$ cat src/rtl/zx8x_tape_save.sv
// -----------------------------------------------------------------------------
// zx8x_tape_save
//
// Decodes the ZX80/ZX81 SAVE waveform (MIC level) back into bytes so the
// core can capture a program being saved and stream it to the ARM side.
// Each bit is a burst of pulses followed by a silent gap. Short bursts
// (<= SPLIT pulses) decode as 0 and long bursts as 1. Bits are assembled
// MSB first and the finished bytes are queued in a small FIFO that has a
// valid/ready output.
//
// Optional feature macro: TAPE_SAVE_NAME_SKIP_EN
//   When this macro is defined and zx81 = 1, the program-name bytes at the
//   start of the file are dropped. That covers every byte up to and including
//   the first byte with bit7 = 1, so the FIFO carries only .p file content.
//
// Ports:
//   clk_sys       system clock
//   reset         synchronous, active-high reset
//   ce            tick strobe; every timing count advances only on ce
//   enable        arms the decoder; 0 holds the block in IDLE and flushes the FIFO
//   zx81          model select (gates the optional name skip)
//   mic_in        MIC level, 1 = pulse high (asynchronous)
//   dout          FIFO head byte (registered)
//   dout_valid    FIFO not empty
//   dout_ready    consumer takes dout when dout_valid and dout_ready are both 1
//   busy          decoder is inside a file (BURST or GAP)
//   done          one-cycle pulse at end of file
//   err_partial   sticky: the file ended with a partial byte
//   err_overflow  sticky: a byte completed while the FIFO was full
//   byte_count    bytes pushed since the decoder was armed (saturating)
// -----------------------------------------------------------------------------
module zx8x_tape_save #(
    parameter int CE_HZ      = 3250000,
    parameter int HIGH_MIN   = 160,
    parameter int BIT_GAP    = 1000,
    parameter int EOF_TICKS  = 32500,
    parameter int SPLIT      = 6,
    parameter int DEPTH_LOG2 = 2
) (
    input  logic        clk_sys,
    input  logic        reset,
    input  logic        ce,
    input  logic        enable,
    input  logic        zx81,
    input  logic        mic_in,
    output logic [7:0]  dout,
    output logic        dout_valid,
    input  logic        dout_ready,
    output logic        busy,
    output logic        done,
    output logic        err_partial,
    output logic        err_overflow,
    output logic [15:0] byte_count
);
    localparam int SYNC_STAGES = 2;
    localparam int DEPTH       = 1 << DEPTH_LOG2;

    localparam logic [15:0]         HIGH_MIN_T = 16'(HIGH_MIN);
    localparam logic [15:0]         BIT_GAP_T  = 16'(BIT_GAP);
    localparam logic [15:0]         EOF_T      = 16'(EOF_TICKS);
    localparam logic [3:0]          SPLIT_T    = 4'(SPLIT);
    localparam logic [DEPTH_LOG2:0] FIFO_FULL  = (DEPTH_LOG2 + 1)'(DEPTH);
    localparam logic [DEPTH_LOG2:0] FIFO_ONE   = (DEPTH_LOG2 + 1)'(1);

    typedef enum logic [1:0] {
        ST_IDLE  = 2'd0,
        ST_BURST = 2'd1,
        ST_GAP   = 2'd2
    } state_t;

    // CE_HZ only documents the tick values; it is not used in the logic.
    logic [31:0] unused_ce_hz;
    assign unused_ce_hz = 32'(CE_HZ);

    // ---------------------------------------------------------------------
    // Input synchroniser and edge detection
    // ---------------------------------------------------------------------
    logic [SYNC_STAGES-1:0] mic_sync_reg;
    logic [SYNC_STAGES-1:0] mic_sync_next;
    logic                   mic_prev_reg;
    logic                   mic_s;

    assign mic_sync_next[0] = mic_in;
    generate
        for (genvar gi = 1; gi < SYNC_STAGES; gi++) begin : g_sync
            assign mic_sync_next[gi] = mic_sync_reg[gi-1];
        end
    endgenerate

    assign mic_s = mic_sync_reg[SYNC_STAGES-1];

    logic [15:0] high_cnt_reg;
    logic [15:0] low_cnt_reg;
    logic        mic_rise;
    logic        pulse_ok;

    assign mic_rise = mic_s & ~mic_prev_reg;
    // A pulse counts only when its high phase was long enough. It is judged
    // on the falling edge, so a glitch is dropped as a whole.
    assign pulse_ok = mic_prev_reg & ~mic_s & (high_cnt_reg >= HIGH_MIN_T);

    always_ff @(posedge clk_sys) begin
        if (reset) begin
            mic_sync_reg <= '0;
            mic_prev_reg <= 1'b0;
            high_cnt_reg <= '0;
            low_cnt_reg  <= '0;
        end else begin
            mic_sync_reg <= mic_sync_next;
            mic_prev_reg <= mic_s;
            if (mic_rise) begin
                high_cnt_reg <= '0;
            end else if (mic_s && ce && (high_cnt_reg != 16'hFFFF)) begin
                high_cnt_reg <= high_cnt_reg + 16'd1;
            end
            // Counts time since the last real pulse ended. Glitches do not
            // restart it, so a gap that contains a glitch is still measured
            // as one gap.
            if (pulse_ok) begin
                low_cnt_reg <= '0;
            end else if (ce && (low_cnt_reg != 16'hFFFF)) begin
                low_cnt_reg <= low_cnt_reg + 16'd1;
            end
        end
    end

    // Thresholds are only tested while the line is low. A line that stays
    // high never closes a bit or the file.
    logic gap_hit;
    logic eof_hit;
    assign gap_hit = ~mic_s & (low_cnt_reg >= BIT_GAP_T);
    assign eof_hit = ~mic_s & (low_cnt_reg >= EOF_T);

    // ---------------------------------------------------------------------
    // Burst/gap state machine
    // ---------------------------------------------------------------------
    state_t state_reg;
    state_t state_next;
    logic   arm;
    logic   pulse_restart;
    logic   pulse_inc;
    logic   bit_close;
    logic   file_end;

    always_ff @(posedge clk_sys) begin
        if (reset) begin
            state_reg <= ST_IDLE;
        end else begin
            state_reg <= state_next;
        end
    end

    always_comb begin
        state_next    = state_reg;
        arm           = 1'b0;
        pulse_restart = 1'b0;
        pulse_inc     = 1'b0;
        bit_close     = 1'b0;
        file_end      = 1'b0;
        if (!enable) begin
            state_next = ST_IDLE;
        end else begin
            case (state_reg)
                ST_IDLE: begin
                    if (pulse_ok) begin
                        arm        = 1'b1;
                        state_next = ST_BURST;
                    end
                end
                ST_BURST: begin
                    if (pulse_ok) begin
                        pulse_inc = 1'b1;
                    end else if (gap_hit) begin
                        bit_close  = 1'b1;
                        state_next = ST_GAP;
                    end
                end
                ST_GAP: begin
                    if (pulse_ok) begin
                        pulse_restart = 1'b1;
                        state_next    = ST_BURST;
                    end else if (eof_hit) begin
                        file_end   = 1'b1;
                        state_next = ST_IDLE;
                    end
                end
                default: begin
                    state_next = ST_IDLE;
                end
            endcase
        end
    end

    // ---------------------------------------------------------------------
    // Bit and byte assembly
    // ---------------------------------------------------------------------
    logic [3:0]  pulse_cnt_reg;
    logic [2:0]  bit_cnt_reg;
    logic [6:0]  shift_reg;
    logic        new_bit;
    logic        byte_done;
    logic [7:0]  byte_value;
    logic        skip_now;
    logic        push_req;
    logic        push_ok;
    logic        pop;
    logic        done_reg;
    logic        err_partial_reg;
    logic        err_overflow_reg;
    logic [15:0] byte_count_reg;

    assign new_bit    = (pulse_cnt_reg > SPLIT_T);
    assign byte_done  = bit_close & (bit_cnt_reg == 3'd7);
    assign byte_value = {shift_reg, new_bit};
    assign push_req   = byte_done & ~skip_now;

`ifdef TAPE_SAVE_NAME_SKIP_EN
    // Set at the start of every file. It clears once the byte that ends the
    // ZX81 program name (bit7 set) has gone by. That byte is dropped too.
    logic skip_pending_reg;

    always_ff @(posedge clk_sys) begin
        if (reset) begin
            skip_pending_reg <= 1'b0;
        end else if (arm) begin
            skip_pending_reg <= 1'b1;
        end else if (byte_done && zx81 && byte_value[7]) begin
            skip_pending_reg <= 1'b0;
        end
    end

    assign skip_now = skip_pending_reg & zx81;
`else
    logic unused_zx81;
    assign unused_zx81 = zx81;
    assign skip_now    = 1'b0;
`endif

    always_ff @(posedge clk_sys) begin
        if (reset) begin
            pulse_cnt_reg    <= '0;
            bit_cnt_reg      <= '0;
            shift_reg        <= '0;
            done_reg         <= 1'b0;
            err_partial_reg  <= 1'b0;
            err_overflow_reg <= 1'b0;
            byte_count_reg   <= '0;
        end else begin
            done_reg <= file_end;

            if (arm || pulse_restart) begin
                pulse_cnt_reg <= 4'd1;
            end else if (pulse_inc && (pulse_cnt_reg != 4'hF)) begin
                pulse_cnt_reg <= pulse_cnt_reg + 4'd1;
            end

            if (arm) begin
                bit_cnt_reg <= '0;
            end else if (bit_close) begin
                bit_cnt_reg <= bit_cnt_reg + 3'd1;
            end

            if (bit_close) begin
                shift_reg <= {shift_reg[5:0], new_bit};
            end

            if (arm) begin
                err_partial_reg <= 1'b0;
            end else if (file_end && (bit_cnt_reg != 3'd0)) begin
                err_partial_reg <= 1'b1;
            end

            if (arm) begin
                err_overflow_reg <= 1'b0;
            end else if (push_req && !push_ok) begin
                err_overflow_reg <= 1'b1;
            end

            if (arm) begin
                byte_count_reg <= '0;
            end else if (push_ok && (byte_count_reg != 16'hFFFF)) begin
                byte_count_reg <= byte_count_reg + 16'd1;
            end
        end
    end

    // ---------------------------------------------------------------------
    // Output FIFO. The head byte is held in a register so that dout has a
    // clean registered path. The register is reloaded from the array after a
    // pop, or bypassed from the incoming byte when that byte becomes the head.
    // ---------------------------------------------------------------------
    logic [7:0]            fifo_mem [DEPTH];
    logic [DEPTH_LOG2-1:0] wr_ptr_reg;
    logic [DEPTH_LOG2-1:0] rd_ptr_reg;
    logic [DEPTH_LOG2-1:0] rd_ptr_next;
    logic [DEPTH_LOG2:0]   count_reg;
    logic [7:0]            dout_reg;

    assign rd_ptr_next = rd_ptr_reg + 1'b1;
    assign pop         = dout_ready & (count_reg != '0);
    // A full FIFO can still take a byte when the head leaves in the same cycle.
    assign push_ok     = push_req & ((count_reg != FIFO_FULL) | pop);

    always_ff @(posedge clk_sys) begin
        if (push_ok) begin
            fifo_mem[wr_ptr_reg] <= byte_value;
        end
    end

    always_ff @(posedge clk_sys) begin
        if (reset || !enable) begin
            wr_ptr_reg <= '0;
            rd_ptr_reg <= '0;
            count_reg  <= '0;
            dout_reg   <= '0;
        end else begin
            if (push_ok) begin
                wr_ptr_reg <= wr_ptr_reg + 1'b1;
            end
            if (pop) begin
                rd_ptr_reg <= rd_ptr_next;
            end
            case ({push_ok, pop})
                2'b10:   count_reg <= count_reg + FIFO_ONE;
                2'b01:   count_reg <= count_reg - FIFO_ONE;
                default: count_reg <= count_reg;
            endcase
            if (pop && (count_reg > FIFO_ONE)) begin
                dout_reg <= fifo_mem[rd_ptr_next];
            end else if (push_ok && ((count_reg == '0) || ((count_reg == FIFO_ONE) && pop))) begin
                dout_reg <= byte_value;
            end
        end
    end

    assign dout         = dout_reg;
    assign dout_valid   = (count_reg != '0);
    assign busy         = (state_reg == ST_BURST) || (state_reg == ST_GAP);
    assign done         = done_reg;
    assign err_partial  = err_partial_reg;
    assign err_overflow = err_overflow_reg;
    assign byte_count   = byte_count_reg;

endmodule

$ cat config.mk
export PLATFORM = sky130hd
export DESIGN_NAME = zx8x_tape_save
export DESIGN_NICKNAME = d
export VERILOG_FILES = /design/src/rtl/zx8x_tape_save.sv
export SDC_FILE = /design/constraint.sdc
export NUM_CORES = 1
export LEC_CHECK = 0
export BUFFER_PORTS_ARGS = -buffer_cell sky130_fd_sc_hd__buf_2
export CORE_MARGIN = 5
export CORE_UTILIZATION = 44
export DETAILED_ROUTE_END_ITERATION = 8
export PLACE_DENSITY = 0.64
export REMOVE_ABC_BUFFERS = 1
export SYNTH_ARGS = -nofsm -noshare
export SYNTH_HDL_FRONTEND = slang
export SYNTH_SLANG_ARGS = --single-unit
$ cat constraint.sdc
create_clock -name clk_sys -period 2.4 [get_ports clk_sys]
set_input_delay 0.12 -clock clk_sys [delete_from_list [all_inputs] [get_ports clk_sys]]
set_output_delay 0.12 -clock clk_sys [all_outputs]
set_load 0.01 [all_outputs]
Word level (Yosys, flattened, before mapping)
Memory sizes are Yosys's and may differ from the RTL's.
Index checks and enable logic that the tools add are counted.

operators by class
  add/subtract/negate cells = 9
  order comparisons = 5
  equal/unequal tests = 15
  muxes and demuxes = 28
  bitwise operators = 12
  reduce and logical (&&, ||, !) cells = 29

operator list
  cell                   number
  $add 16x1->16 const B  3
  $ne 16x16->1 const B   3
  $mux 1                 19
  $ge 16x10->1 const B   1
  $ge 16x15->1 const B   1
  $ge 16x8->1 const B    1
  $mux 8                 2
  $logic_and 1x1->1      10
  $mux 2                 5
  $reduce_or 2->1        5
  $and 1x1->1            8
  $add 3x1->3 const B    2
  $ne 2x2->1 const B     3
  $ne 3x3->1 const B     2
  $pmux 2 s3             1
  $pmux 3 s2             1
  $reduce_bool 2->1      3
  $reduce_bool 3->1      2
  $add 2x1->2 const B    2
  $add 4x1->4 const B    1
  $eq 2x1->1 const B     2
  $eq 2x2->1 const B     2
  $gt 4x3->1 const B     1
  $logic_or 1x1->1       4
  11 further kinds       14

word-level totals
  bits in registers = 85
  bits in writable memories = 32
  word-level logic and storage cells = 116
  memories kept = 1

memory list
  name      words  bits a word  read ports  clocked after Yosys merged registers in  wr ports  RTL line  source
  fifo_mem  4      8            1           0                                        1         292       logic [7:0] fifo_mem [DEPTH];

Depth between registers and ports, before layout
  word-level depth = 11
  mapped depth = 9

Least setup slack after synthesis
Ideal clock, no wire load.

  kind = register -> register
  start = register high_cnt_reg[15]
  end = memory fifo_mem[0][0] (enable)
  setup time = 0.332 ns
  data arrival time = 2.194 ns
  slack = -0.126 ns
  cell stages (with the launch flop) = 6
  clock period less this slack = 2.526 ns
  cells stage by stage = dfxtp_1 or4_4 o31a_1 clkbuf_1 nor4_2 and2_1

between the ends
  word-level cells in the longest chain between the ends = 9

RTL lines
  what                          RTL line  source
  start, declared               92        logic [15:0] high_cnt_reg;
  start signal, assigned        114       high_cnt_reg <= high_cnt_reg + 16'd1;
  $ge 16x8->1                   100       assign pulse_ok = mic_prev_reg & ~mic_s & (high_cnt_reg >= HIGH_MIN_T);
  $and 1x1->1                   100
  $mux 1                        171       if (pulse_ok) begin
  $mux 1                        163       case (state_reg)
  $mux 1                        160       if (!enable) begin
  $and 1x1->1                   213       assign byte_done = bit_close & (bit_cnt_reg == 3'd7);
  $and 1x1->1                   302       assign push_ok = push_req & ((count_reg != FIFO_FULL) | pop);
  $mux 1                        305       if (push_ok) begin
  $mux 1 (not written as such)  306       fifo_mem[wr_ptr_reg] <= byte_value;
  end, declared                 292

Every way passes these cells.

Worst setup path in the final report
  start = register high_cnt_reg[15]
  end = register byte_count_reg[14] (netlist: byte_count[14])

between the ends
  word-level cells in the longest chain between the ends = 8

RTL lines
  what                  RTL line  source
  $ge 16x8->1 (*)       100
  $and 1x1->1 (*)       100
  $mux 1                171
  $mux 1                163
  $mux 1                160
  $and 1x1->1           213
  $and 1x1->1           302
  $logic_and 1x1->1     281       end else if (push_ok && (byte_count_reg != 16'hFFFF)) begin
  end signal, assigned  282       byte_count_reg <= byte_count_reg + 16'd1;
  end, declared         210       logic [15:0] byte_count_reg;

Mark *: on every way between the ends. The rest lies on a longest branch, timed or not.
A chain may end at the register's enable or synchronous reset.

==> impl_metrics.env <==
export IMPL_place_hpwl_mm=8.732
export IMPL_die_area_um2=15220
export IMPL_placement_io_buffers=34
export IMPL_drc_errors=0
export IMPL_vias=4684
export IMPL_rows=41
export IMPL_crit_type="reg -> reg"
export IMPL_fillCellCount=1113
export IMPL_min_path_type="in -> reg"
export IMPL_post_place_cells=803
export IMPL_fin_area_um2=7008
export IMPL_routed_wl_mm=12.92
export IMPL_finalWorstSetupSlack_ps=-47.59
export IMPL_violations="setup timing"
export IMPL_die_x_um=123.4
export IMPL_first_global_vias=4566
export IMPL_drive_above_1_share_pct=21.26
export IMPL_numCtsBuffers=17
export IMPL_syn_area_per_cell_um2=9.816
export IMPL_area_growth_pct=23.94
export IMPL_hold_ws_ps=114.5
export IMPL_regMostFlops="fifo_mem"
export IMPL_chipHeight_um=123.4
export IMPL_cap_viol_max_count=0
export IMPL_worst_path_max_fanout=6
export IMPL_first_pass_iters=5
export IMPL_synthArstFlopShare_pct=0
export IMPL_grt_first_pass_wirelength_mm=21.82
export IMPL_endpoint_kind="register"
export IMPL_multi_input_area_um2=2877
export IMPL_grt_antenna_before_repair=0
export IMPL_core_area_um2=12620
export IMPL_hold_viol=0
export IMPL_htree_levels=4
export IMPL_diodes=0
export IMPL_place_area_um2=6337
export IMPL_largest_reg_flops=32
export IMPL_cts_tree="done"
export IMPL_cts_buffer_depth=2
export IMPL_grt_max_degree=22
export IMPL_seq_area_um2=2664
export IMPL_cts_sinks=117
export IMPL_synthDistinctLibCells=55
export IMPL_tightest_slew_ps=673.2
export IMPL_io_pins=36
export IMPL_num_nets_final=685
export IMPL_yosys_register_bits=117
export IMPL_setup_violations=19
export IMPL_grt_total_usage_pct=18.34
export IMPL_final_max_slew_viol_count=0
export IMPL_p_per_area_nw_per_um2=640.1
export IMPL_clock_root_buffer="clkbuf_16"
export IMPL_dr_first_iter_drc_count=226
export IMPL_arrival_ps=2790
export IMPL_path_clk_slew_ps=60
export IMPL_start_util_pct=44.80
export IMPL_grt_overflow=0
export IMPL_viasPerCell=5.576
export IMPL_status="complete, but fails checks"
export IMPL_cp_required_ps=2740
export IMPL_place_gp_congestion=0.8371
export IMPL_routedWlPerCell_um=15.38
export IMPL_netlist_area_um2=5654
export IMPL_synthFlopType="dfxtp_1"
export IMPL_insertion_delay_ps=420
export IMPL_power_leakage_nw=2.768
export IMPL_netlist_instances=576
export IMPL_clock_skew_ps=7.876
export IMPL_synth_edf_count=32
export IMPL_max_slew_margin_pct=54.71
export IMPL_timing_final_crit_share_pct=102.0
export IMPL_rsz0062_at_grt="true"
export IMPL_synth_warnings=0
export IMPL_period_minus_slack_ps=2448
export IMPL_seq_area_frac_synth_pct=47.09
export IMPL_ir_drop_uv=379.4
export IMPL_fmax_mhz=408.6
export IMPL_instances_no_fill=840
export IMPL_worst_setup_path_start_kind="register"
export IMPL_antenna_left=0
routing by layer:
layer | GRT usage [%] | up-vias | routed length, um | part of all wire, %
met5 | 0 | - | 0 | 0
met4 | 8.997 | 0 | 214 | 1.7
met3 | 4.483 | 21 | 606 | 4.7
met2 | 29.63 | 112 | 6403 | 50
met1 | 22.94 | 2259 | 5694 | 44
li1 | - | 2292 | - | -
cells in the mapped netlist (3+ instances only):
master     number  area, um^2
a211oi_1        3       22.52
a21oi_1        35       175.2
a311oi_1        3       26.28
a31o_2          4       35.03
a31oi_1         3       18.77
and2_1          7       43.79
and3_1         12       75.07
and4_1          6       52.55
clkbuf_1       23       86.33
dfxtp_1        85        1702
edfxtp_1       32       960.9
ha_1           23       287.8
inv_1          21       78.83
mux2i_1        21       210.2
mux4_2          8       180.2
nand2_1        37       138.9
nand2b_1        8       50.05
nand3_1        25       125.1
nand4_1        21       131.4
nand4b_1        3       26.28
nor2_1         65       244.0
nor2b_1         7       43.79
nor3_1          4       20.02
nor4_1          3       18.77
o2111ai_1       4       35.03
o211ai_1        8       60.06
o21ai_0        20       100.1
o31ai_1         7       52.55
or2_2           4       25.02
or3_1           4       25.02
or4_1          12       90.09
or4_4           3       33.78
xnor2_1        13       113.9
xor2_1         13       113.9
where the power goes:
part / leakage [nW] / total (mW) / switching, mW / internal [mW]
Clock: 0.261 / 2.37 / 0.901 / 1.47
Sequential: 1.06 / 2.03 / 0.00702 / 2.02
Combinational: 1.45 / 0.0804 / 0.0531 / 0.0273
Total: 2.77 / 4.49 / 0.961 / 3.53
cells by family (layout without fill, tap and decap cells):
logic type / Yosys count / after routing / share of synthesized area, %
buf+inv: 47 / 137 / 3.253
compound gates: 110 / 110 / 12.88
mux: 29 / 29 / 6.904
flops: 117 / 117 / 47.09
xor+xnor: 26 / 26 / 4.027
fa+ha+maj: 23 / 23 / 5.090
simple gates: 224 / 226 / 20.76
final cells by class:
cell class	count	area share, %
clock buffer	21	6.570
clock inverter	11	1.482
tap	172	3.071
inverter	21	1.125
sequential	117	38.01
timing repair buffer	84	8.695
multi-input combinational	414	41.05
timing repair:
| action | CTS | global route |
|---|---|---|
| gates resized for setup | 5 | 9 |
| setup buffers | 0 | 2 |
| hold buffers | 1 | 0 |
| pin swaps | 10 | 3 |
| endpoints found under the hold margin | 1 | 0 |
| gates cloned | 2 | 0 |
| setup endpoints to repair | 15 | 51 |
path summary, 6_finish.rpt:
check / slack (ps) / startpoint / endpoint / cells after the start
max: -50 / high_cnt_reg[15] / byte_count[14] / 5
min: 110 / reset / shift_reg[2] / 2
max reg2reg: -50 / high_cnt_reg[15] / byte_count[14] / 5
min reg2reg: 440 / mic_sync_reg[0] / mic_sync_reg[1] / 1
placed cells by master, fill, tap and decap left out, drive strengths merged, types with 5 or more instances in the layout:
cell type	count
dfxtp	85
buf	83
nor2	65
nand2	37
a21oi	35
edfxtp	32
nand3	25
ha	23
inv	21
nand4	21
mux2i	21
o21ai	21
clkbuf	21
or4	17
xor2	13
xnor2	13
and3	12
nand2b	8
o211ai	8
mux4	8
o31ai	8
nor2b	7
and2	7
and4	6
clkinvlp	5
clkinv	5
critical path, cell delays in order (launching register included):
cell	delay (ps)
dfxtp_2	320
or4_4	530
o31a_1	360
or4_4	510
or4_1	520
a21oi_1	150
metrics by stage:
step	power [mW]	worst slack, ps	util [%]	TNS (ps)
3_5_place_dp	2.150	-133.9	50.22	-1075
4_1_cts	4.537	-32.16	55.08	-110.9
2_1_floorplan	2.109	-193.9	-	-2965
5_1_grt	4.641	-108.1	55.53	-3681
6_report	4.486	-47.59	55.53	-136.4
3_3_place_gp	2.147	-74.93	50.22	-522.9
(Power assumes the default switching activity.)
